==> src/rtl/serial_sub_16bit_if.sv <==
// serial_sub_16bit_if: start/busy/done handshake bundle for the serial subtractor.
// Optional feature macro: SERIAL_SUB_OVF_EN adds the signed-overflow flag ovf.
interface serial_sub_16bit_if #(
  parameter int WIDTH = 16
);
  logic             start;
  logic             borrow_in;
  logic [WIDTH-1:0] a;
  logic [WIDTH-1:0] b;
  logic             busy;
  logic             done;
  logic [WIDTH-1:0] diff;
  logic             borrow_out;
`ifdef SERIAL_SUB_OVF_EN
  logic             ovf;

  modport master (
    output start, borrow_in, a, b,
    input  busy, done, diff, borrow_out, ovf
  );

  modport slave (
    input  start, borrow_in, a, b,
    output busy, done, diff, borrow_out, ovf
  );
`else
  modport master (
    output start, borrow_in, a, b,
    input  busy, done, diff, borrow_out
  );

  modport slave (
    input  start, borrow_in, a, b,
    output busy, done, diff, borrow_out
  );
`endif
endinterface

==> src/rtl/serial_sub_16bit.sv <==
// serial_sub_16bit: multi-cycle subtractor, diff = a - b - borrow_in, one SLICE-bit
// group per clock using the same a + ~b + carry slice arithmetic as the CLA adders.
// WIDTH must be an integer multiple of SLICE.
// Optional feature macro: SERIAL_SUB_OVF_EN adds the registered signed-overflow output ovf.
module serial_sub_16bit #(
  parameter int WIDTH = 16,
  parameter int SLICE = 4
) (
  input logic               clk,
  input logic               rst_n,
  serial_sub_16bit_if.slave bus
);

  localparam int N  = WIDTH / SLICE;
  localparam int CW = (N > 1) ? $clog2(N) : 1;
  localparam logic [WIDTH-1:0] SLICE_MASK = WIDTH'({SLICE{1'b1}});

  typedef enum logic [0:0] {
    ST_IDLE = 1'b0,
    ST_RUN  = 1'b1
  } state_t;

  state_t           state_q, state_d;
  logic [CW-1:0]    cnt_q, cnt_d;
  logic [WIDTH-1:0] a_q, a_d;
  logic [WIDTH-1:0] b_q, b_d;
  logic             brw_q, brw_d;
  logic [WIDTH-1:0] diff_q, diff_d;
  logic             borrow_out_q, borrow_out_d;
  logic             busy_q, busy_d;
  logic             done_q, done_d;
`ifdef SERIAL_SUB_OVF_EN
  logic             ovf_q, ovf_d;
  logic             cin_msb_s;
`endif

  int               base_s;
  logic [WIDTH-1:0] a_shift_s;
  logic [WIDTH-1:0] b_shift_s;
  logic [SLICE-1:0] a_sl_s;
  logic [SLICE-1:0] nb_sl_s;
  logic [SLICE:0]   sum_s;
  logic [SLICE-1:0] s_sl_s;
  logic             c_s;
  logic             last_s;

  // Slice datapath: select the active slice and add a + ~b + ~borrow.
  always_comb begin
    base_s    = int'(cnt_q) * SLICE;
    a_shift_s = a_q >> base_s;
    b_shift_s = b_q >> base_s;
    a_sl_s    = a_shift_s[SLICE-1:0];
    nb_sl_s   = ~b_shift_s[SLICE-1:0];
    sum_s     = {1'b0, a_sl_s} + {1'b0, nb_sl_s} + {{SLICE{1'b0}}, ~brw_q};
    s_sl_s    = sum_s[SLICE-1:0];
    c_s       = sum_s[SLICE];
    last_s    = (cnt_q == CW'(N - 1));
  end

`ifdef SERIAL_SUB_OVF_EN
  // Carry into the slice MSB, recovered from the MSB sum bit and its two addend bits.
  always_comb begin
    cin_msb_s = a_sl_s[SLICE-1] ^ nb_sl_s[SLICE-1] ^ s_sl_s[SLICE-1];
  end
`endif

  // Next-state and output logic for the IDLE/RUN controller.
  always_comb begin
    state_d      = state_q;
    cnt_d        = cnt_q;
    a_d          = a_q;
    b_d          = b_q;
    brw_d        = brw_q;
    diff_d       = diff_q;
    borrow_out_d = borrow_out_q;
    busy_d       = busy_q;
    done_d       = done_q;
`ifdef SERIAL_SUB_OVF_EN
    ovf_d        = ovf_q;
`endif
    case (state_q)
      ST_IDLE: begin
        if (bus.start) begin
          a_d          = bus.a;
          b_d          = bus.b;
          brw_d        = bus.borrow_in;
          cnt_d        = {CW{1'b0}};
          diff_d       = {WIDTH{1'b0}};
          borrow_out_d = 1'b0;
          busy_d       = 1'b1;
          done_d       = 1'b0;
`ifdef SERIAL_SUB_OVF_EN
          ovf_d        = 1'b0;
`endif
          state_d      = ST_RUN;
        end else begin
          // done is a single-cycle pulse; it always falls on the next idle edge.
          done_d = 1'b0;
        end
      end
      ST_RUN: begin
        diff_d = (diff_q & ~(SLICE_MASK << base_s)) |
                 ((WIDTH'(s_sl_s)) << base_s);
        brw_d  = ~c_s;
        if (last_s) begin
          borrow_out_d = ~c_s;
`ifdef SERIAL_SUB_OVF_EN
          ovf_d        = cin_msb_s ^ c_s;
`endif
          busy_d       = 1'b0;
          done_d       = 1'b1;
          cnt_d        = {CW{1'b0}};
          state_d      = ST_IDLE;
        end else begin
          cnt_d = cnt_q + CW'(1);
        end
      end
      default: begin
        state_d = ST_IDLE;
        busy_d  = 1'b0;
        done_d  = 1'b0;
        cnt_d   = {CW{1'b0}};
      end
    endcase
  end

  // State, operand and result registers with asynchronous active-low reset.
  always_ff @(posedge clk or negedge rst_n) begin
    if (!rst_n) begin
      state_q      <= ST_IDLE;
      cnt_q        <= {CW{1'b0}};
      a_q          <= {WIDTH{1'b0}};
      b_q          <= {WIDTH{1'b0}};
      brw_q        <= 1'b0;
      diff_q       <= {WIDTH{1'b0}};
      borrow_out_q <= 1'b0;
      busy_q       <= 1'b0;
      done_q       <= 1'b0;
`ifdef SERIAL_SUB_OVF_EN
      ovf_q        <= 1'b0;
`endif
    end else begin
      state_q      <= state_d;
      cnt_q        <= cnt_d;
      a_q          <= a_d;
      b_q          <= b_d;
      brw_q        <= brw_d;
      diff_q       <= diff_d;
      borrow_out_q <= borrow_out_d;
      busy_q       <= busy_d;
      done_q       <= done_d;
`ifdef SERIAL_SUB_OVF_EN
      ovf_q        <= ovf_d;
`endif
    end
  end

  assign bus.busy       = busy_q;
  assign bus.done       = done_q;
  assign bus.diff       = diff_q;
  assign bus.borrow_out = borrow_out_q;
`ifdef SERIAL_SUB_OVF_EN
  assign bus.ovf        = ovf_q;
`endif

endmodule

==> src/flat_wrapper.sv <==
// flat-port wrapper written by rule: the top's interface ports become plain ports
module serial_sub_16bit_flat 
#(
  parameter int WIDTH = 16,
  parameter int SLICE = 4
)
  (clk, rst_n, bus_start, bus_borrow_in, bus_a, bus_b, bus_busy, bus_done, bus_diff, bus_borrow_out);
  serial_sub_16bit_if #(.WIDTH(WIDTH)) bus_i ();
  input logic clk;
  input logic rst_n;
  input wire logic [$bits(bus_i.start)-1:0] bus_start;
  input wire logic [$bits(bus_i.borrow_in)-1:0] bus_borrow_in;
  input wire logic [$bits(bus_i.a)-1:0] bus_a;
  input wire logic [$bits(bus_i.b)-1:0] bus_b;
  output wire logic [$bits(bus_i.busy)-1:0] bus_busy;
  output wire logic [$bits(bus_i.done)-1:0] bus_done;
  output wire logic [$bits(bus_i.diff)-1:0] bus_diff;
  output wire logic [$bits(bus_i.borrow_out)-1:0] bus_borrow_out;
  assign bus_i.start = bus_start;
  assign bus_i.borrow_in = bus_borrow_in;
  assign bus_i.a = bus_a;
  assign bus_i.b = bus_b;
  assign bus_busy = bus_i.busy;
  assign bus_done = bus_i.done;
  assign bus_diff = bus_i.diff;
  assign bus_borrow_out = bus_i.borrow_out;
  serial_sub_16bit #(.WIDTH(WIDTH), .SLICE(SLICE)) u_core (.clk(clk), .rst_n(rst_n), .bus(bus_i));
endmodule
==> config.mk <==
export PLATFORM = sky130hd
export DESIGN_NAME = serial_sub_16bit_flat
export DESIGN_NICKNAME = d
export VERILOG_FILES = /design/src/rtl/serial_sub_16bit_if.sv /design/src/rtl/serial_sub_16bit.sv /design/src/flat_wrapper.sv
export SDC_FILE = /design/constraint.sdc
export NUM_CORES = 1
export LEC_CHECK = 0
export CAP_MARGIN = 25
export CORE_MARGIN = 1
export CORE_UTILIZATION = 44
export CTS_BUF_LIST = sky130_fd_sc_hd__clkbuf_8
export DETAILED_ROUTE_END_ITERATION = 8
export PLACE_DENSITY = 0.71
export SYNTH_ARGS = -nofsm -noshare
export SYNTH_HDL_FRONTEND = slang
export SYNTH_SLANG_ARGS = --single-unit
==> constraint.sdc <==
create_clock -name clk -period 3.5 [get_ports clk]
set_clock_uncertainty 0.05 [all_clocks]
set_input_delay 0.35 -clock clk [delete_from_list [all_inputs] [get_ports clk]]
set_output_delay 0.35 -clock clk [all_outputs]
set_load 0.005 [all_outputs]
==> results of run 1 <==
-- state kept, by name, summed over array words and instances, names as in the netlist, 2 cells and up --
register         count
u_core.a_q          16
u_core.b_q          16
u_core.bus.diff     16
u_core.cnt_q         2
-- power breakdown --
group          internal, mW  total, mW  switching (mW)  leakage, nW
clock                 0.232      0.433           0.201       0.0612
combinational         0.845       1.65           0.805        0.669
sequential            0.939       1.15           0.215        0.670
total                  2.02       3.24            1.22         1.40
-- cell usage after synthesis (all sizes together) --
cell type / n / area share (%)
dfrtp: 55 / 53
mux2: 33 / 14
nand2: 21 / 3.0
o21ai: 12 / 2.3
buf: 11 / 3.6
inv: 8 / 1.2
mux4: 8 / 7.4
ha: 7 / 3.4
a211o: 4 / 1.4
mux2i: 4 / 1.5
nand4: 4 / 0.96
o211ai: 4 / 1.4
nand3b: 3 / 0.87
fa: 2 / 1.5
nand2b: 2 / 0.48
nor2: 2 / 0.29
nor2b: 2 / 0.48
o31ai: 2 / 0.58
a21o: 1 / 0.29
a21oi: 1 / 0.19
nand3: 1 / 0.19
o21a: 1 / 0.29
o22ai: 1 / 0.24
o41ai: 1 / 0.34
or3b: 1 / 0.43
xor2: 1 / 0.34
-- cells by family (layout without fill, tap and decap cells) --
kind of cell / after synthesis / after routing / share of synthesized area, %
XOR/XNOR: 1 / 1 / 0.3377
flip-flops: 55 / 55 / 53.06
AND/OR/NAND/NOR: 36 / 36 / 6.753
AO/OA/AOI/OAI: 27 / 27 / 6.946
buffers and inverters: 19 / 74 / 4.727
multiplexers: 45 / 45 / 23.25
adder cells (fa/ha/maj): 9 / 9 / 4.920
-- final cells by class --
class | instances | area (um^2) | area share (%)
well taps | 72 | 90.09 | 2.739
inverters | 8 | 30.03 | 0.9129
clock buffers | 6 | 82.58 | 2.510
multi-input cells | 118 | 1097 | 33.36
flip-flops and latches | 55 | 1376 | 41.84
clock inverters | 2 | 35.03 | 1.065
repair buffers | 58 | 578.1 | 17.57
-- layer usage --
| layer | vias up | GRT usage [%] |
|---|---|---|
| met5 | - | 0 |
| met4 | 0 | 4.444 |
| met3 | 5 | 4.138 |
| met2 | 48 | 29.48 |
| met1 | 820 | 24.45 |
| li1 | 793 | - |
-- through the flow --
stage	power [mW]	cells	hold WS, ns	setup WS, ns
after floorplan	2.276	192	0.004409	0.9615
final	3.237	319	0.02109	0.7515
after global routing	3.502	319	0.06665	0.5941
after CTS	3.281	319	0.03122	0.7024
after global placement	2.775	311	0.3781	0.7597
after detailed placement	2.829	311	0.3765	0.7209
-- how the worst min path moves through the flow --
stage	depth (start not counted)	endpoint	from	slack [ns]
4_1_cts	1	u_core.bus.done	rst_n	0.03
5_1_grt	1	u_core.bus.busy	rst_n	0.07
3_5_place_dp	1	u_core.bus.done	rst_n	0.38
2_1_floorplan	0	u_core.a_q[0]	rst_n	0.004
6_report	1	u_core.bus.done	rst_n	0.02
3_3_place_gp	1	u_core.bus.done	rst_n	0.38
-- placed cells by master (no fill, tap or decap), drive strengths merged --
cell type / n
dfrtp: 55
clkdlybuf4s50: 53
mux2: 33
nand2: 21
o21ai: 12
inv: 8
mux4: 8
ha: 7
clkbuf: 6
buf: 5
mux2i: 4
nand4: 4
a211o: 4
o211ai: 4
nand3b: 3
nand2b: 2
nor2: 2
o31ai: 2
fa: 2
nor2b: 2
a21oi: 1
xor2: 1
or3b: 1
o21a: 1
o41ai: 1
a21o: 1
o22ai: 1
nand3: 1
bufinv: 1
clkinv: 1
==> metrics.txt, run 1 <==
Max VDD drop=0.0004945 V; measured slew at the worst slew-check pin=0.6826 ns; WP data arrival=2.88 ns; CTS Hold Bufs=0; Final min period=2.749 ns; RePlAce Congestion=0.7870; CTS sink count=55; cts repair resizes=0; fmax=0.3638 GHz; Initial DRC Count=77; Yosys warning count=0; first-pass GRT wire length=8597 um; Reg2Reg Depth=5; post-route ant nets=0; Area Overhead vs Synth=26.82%; Synth Net Count=237; Cell Chain, Critical Path=mux4_2, fa_1, fa_1, xor2_1, o21ai_0; crit path kind=flip-flop to flip-flop; gr usage total=18.07%; mapped cell area=2594 um^2; Critical Path End=u_core.bus.diff[14]; crit path capture type=flip-flop; post-DR wirelength/cell=15.55 um; placed instance area=3172 um^2; final number of hold-violating endpoints=0; Synth Instances=192; total grt overflow=0; I/O pin total=55; largest net degree at the start of global routing=32; Layout fillers=485; Tcrit/Tclk final=78.53%; fraction of layout cells with a size suffix above 1=21.05%; status=complete, no violations; delay-heaviest family, CP=adder cells; max-slew violations=0; Final #Nets=291; met1 wire length=2248 um; num rows=27; DR top layer=met4; initial antenna violation count=0; DRC=0; reg2reg start=u_core.cnt_q[0]; instance count on the critical path=5; WP data required=3.64 ns; number of synthesized register bits=55; vias per cell=5.223; Die X=78.78 um; Core Area=5608 um^2; IO buf count=54; crit path buf inv count=0; R2R Setup Slk=0.75 ns; Worst-path clk slew=0.10 ns; largest stage delay on the critical path=0.64 ns; CP max stage cell=dfrtp_1; total CTS buffers=5; drt first pass iters=4; sequential area share after synthesis=53.06%; TritonCTS clock tree=built; leakage=1.400 nW; chip height=78.78 um; setup tns final=0 ns; worst skew pair latency=0.31 ns; Worst R2R End=u_core.bus.diff[14]; Initial Util=46.25%; WL final=4960 um; die area=6206 um^2; Post-DP HPWL=3655 um; Vias=1666; Bufs on Longest Clock Path=2; most used cell, CP=fa_1; Max-Cap Viols=0; vias in the first global route=1736; design area=3289 um^2; worst-path fanout max=9; Worst slew margin=54.49%; metal2 WL=2430 um; PD cells=984.1 nW/um^2; post-CTS setup buffer count=0; Antenna Cells=0; H-tree Lvls=2; distinct cell type count after synthesis=32; Min-Delay Path Class=input port to asynchronous set/reset pin; fin util=58.66%; CP Launch Point=u_core.cnt_q[0]; Root Buffer Master=clkbuf_8; metal3 WL=221 um; syn avg cell area=13.51 um^2; crit start category=flip-flop; Final setup viols=0; RSZ-0062 raised after global routing=no
(Power assumes the default switching activity.)
==> run 2: changes to the inputs <==
Settings changed: PLACE_DENSITY 0.71 to 0.73.
Clock period 3.5 ns to 2.4 ns, I/O delays scaled along.
==> metrics.txt, run 2 (synthesized netlist as in run 1, its figures left out) <==
WP data arrival=2.41 ns (was 2.88 ns); cell-internal power=2.939 mW (was 2.016 mW); Root Buffer Master=clkbuf_8 (unchanged); GR met1 Demand/Resource=24.27% (was 24.45%); CTS sink count=55 (unchanged); Max VDD drop=0.0007491 V (was 0.0004945 V); Antenna Cells=0 (unchanged); measured slew at the worst slew-check pin=0.6874 ns (was 0.6826 ns); Net Switching=1.823 mW (was 1.221 mW); post-DR wirelength/cell=15.10 um (was 15.55 um); WP data required=2.55 ns (was 3.64 ns); TritonCTS clock tree=built (unchanged); first-pass GRT wire length=8659 um (was 8597 um); RSZ-0062 raised after global routing=no (unchanged); Max-Cap Viols=0 (unchanged); status=finished, violations left (was complete, no violations); area occupied by multi-input gates=1112 um^2 (was 1097 um^2); RePlAce Congestion=0.7962 (was 0.7870); I/O pin total=55 (unchanged); crit path capture type=flip-flop (unchanged); pre-CTS WS=0.05806 ns (was 0.7209 ns); Worst-path clk slew=0.10 ns (about the same); fraction of layout cells with a size suffix above 1=25.00% (was 21.05%); Initial Util=46.25% (unchanged); crit start category=flip-flop (unchanged); Worst slew margin=54.17% (was 54.49%); total CTS buffers=5 (unchanged); setup tns final=0 ns (unchanged); num rows=27 (unchanged); total grt overflow=0 (unchanged); total power=4.762 mW (was 3.237 mW); Die X=78.78 um (unchanged); failing checks=hold timing; most frequent cells in the layout=clkdlybuf4s50_1, dfrtp_1, mux2_2 (was dfrtp_1, clkdlybuf4s50_1, mux2_2); PD cells=1434 nW/um^2 (was 984.1 nW/um^2); Bufs on Longest Clock Path=2 (unchanged); crit path kind=flip-flop to flip-flop (unchanged); gr busiest metal=met2 (unchanged); hold slack=-0.03104 ns (was 0.02109 ns); Comb pwr share=53.8% (was 51.0%); post-route ant nets=0 (unchanged); Layout fillers=491 (was 485); fmax=0.4418 GHz (was 0.3638 GHz); final number of hold-violating endpoints=16 (was 0); Final setup viols=0 (unchanged); design area=3321 um^2 (was 3289 um^2); Clk pwr share=11.1% (was 13.4%); final worst setup slack=0.1363 ns (was 0.7515 ns); largest net degree at the start of global routing=56 (was 32); chip height=78.78 um (unchanged); IO buf count=54 (unchanged); Core Area=5608 um^2 (unchanged); H-tree Lvls=2 (unchanged); Post-DP HPWL=3603 um (was 3655 um); Tcrit/Tclk final=94.32% (was 78.53%); gr usage total=18.54% (was 18.07%); M2 GR Usage=30.61% (was 29.48%); WL final=4894 um (was 4960 um); Area Overhead vs Synth=28.03% (was 26.82%); max-slew violations=0 (unchanged); Final min period=2.264 ns (was 2.749 ns); vias per cell=5.173 (was 5.223); Min-Delay Path Class=input port to asynchronous set/reset pin (unchanged); DRC=0 (unchanged); vias in the first global route=1817 (was 1736); CTS Hold Bufs=0 (unchanged); drt first pass iters=4 (unchanged); worst-path fanout max=6 (was 9); met3 track demand over resource=3.678% (was 4.138%); Final #Nets=296 (was 291); register area=1379 um^2 (was 1376 um^2); die area=6206 um^2 (unchanged); sequential share of power=35.1% (was 35.6%); leakage=1.403 nW (was 1.400 nW); placed instance area=3222 um^2 (was 3172 um^2); worst skew pair latency=0.32 ns (was 0.31 ns); Vias=1676 (was 1666); initial antenna violation count=0 (unchanged); Sw Ratio=38.28% (was 37.73%); Initial DRC Count=92 (was 77)
run 2: cell count changes in the layout (fill, tap and decap cells not counted):
cell        previous run  this run
buf_4                  3         8
bufinv_16              1         0
clkbuf_8               6         5
clkinv_2               1         0
clkinv_4               0         2
clkinvlp_4             0         1
dfrtp_1               55        53
dfrtp_2                0         2
fa_1                   2         0
fa_2                   0         2
ha_1                   7         6
ha_2                   0         1
xor2_1                 1         0
xor2_2                 0         1
run 2: repair_timing:
| item | 4_1_cts | 5_1_grt |
|---|---|---|
| buffers inserted | 0 | 0 |
| gates resized for setup | 0 | 3 |
| endpoints found under the setup margin | 0 | 12 |
run 2: worst max-delay path, cell delays in order, from the launching register on:
cell,delay (ns)
dfrtp_2,0.46
mux4_2,0.54
fa_2,0.37
fa_2,0.40
xor2_2,0.21
o21ai_0,0.12
run 2: per-layer routing:
layer	wire [um]	up-vias
li1	-	802
met1	2211	823
met2	2427	44
met3	184	7
met4	71	0
met5	0	-
run 2: worst paths after layout:
path	from	end	slack, ns	depth (start not counted)
min in group clk	u_core.bus.diff[14]	u_core.bus.diff[14]	0.44	2
hold / removal	rst_n	u_core.state_q	-0.03	2
max in group asynchronous	rst_n	u_core.cnt_q[0]	1.81	2
hold reg to reg	u_core.bus.diff[14]	u_core.bus.diff[14]	0.44	2
setup / recovery	u_core.cnt_q[0]	u_core.bus.diff[2]	0.14	5
setup reg to reg	u_core.cnt_q[0]	u_core.bus.diff[2]	0.14	5
run 2: layout make-up:
cell class	instances	area share [%]
Sequential cell	55	41.52
Multi-Input combinational cell	118	33.50
Timing Repair Buffer	63	18.54
Tap cell	72	2.713
Clock buffer	5	2.072
Inverter	8	0.9043
Clock inverter	3	0.7536
run 2: power groups by stage:
stage	clock (mW)	combinational (mW)	sequential, mW
floorplan	0	1.83	1.56
global placement	0	2.51	1.69
detailed placement	0	2.57	1.69
CTS	0.547	2.59	1.67
global route	0.584	2.85	1.74
finish	0.529	2.56	1.67
run 2: stage by stage:
step	util, %	instances
floorplan	-	192
global placement	57.45	316
detailed placement	57.45	316
CTS	59.13	324
global route	59.21	324
finish	59.21	324
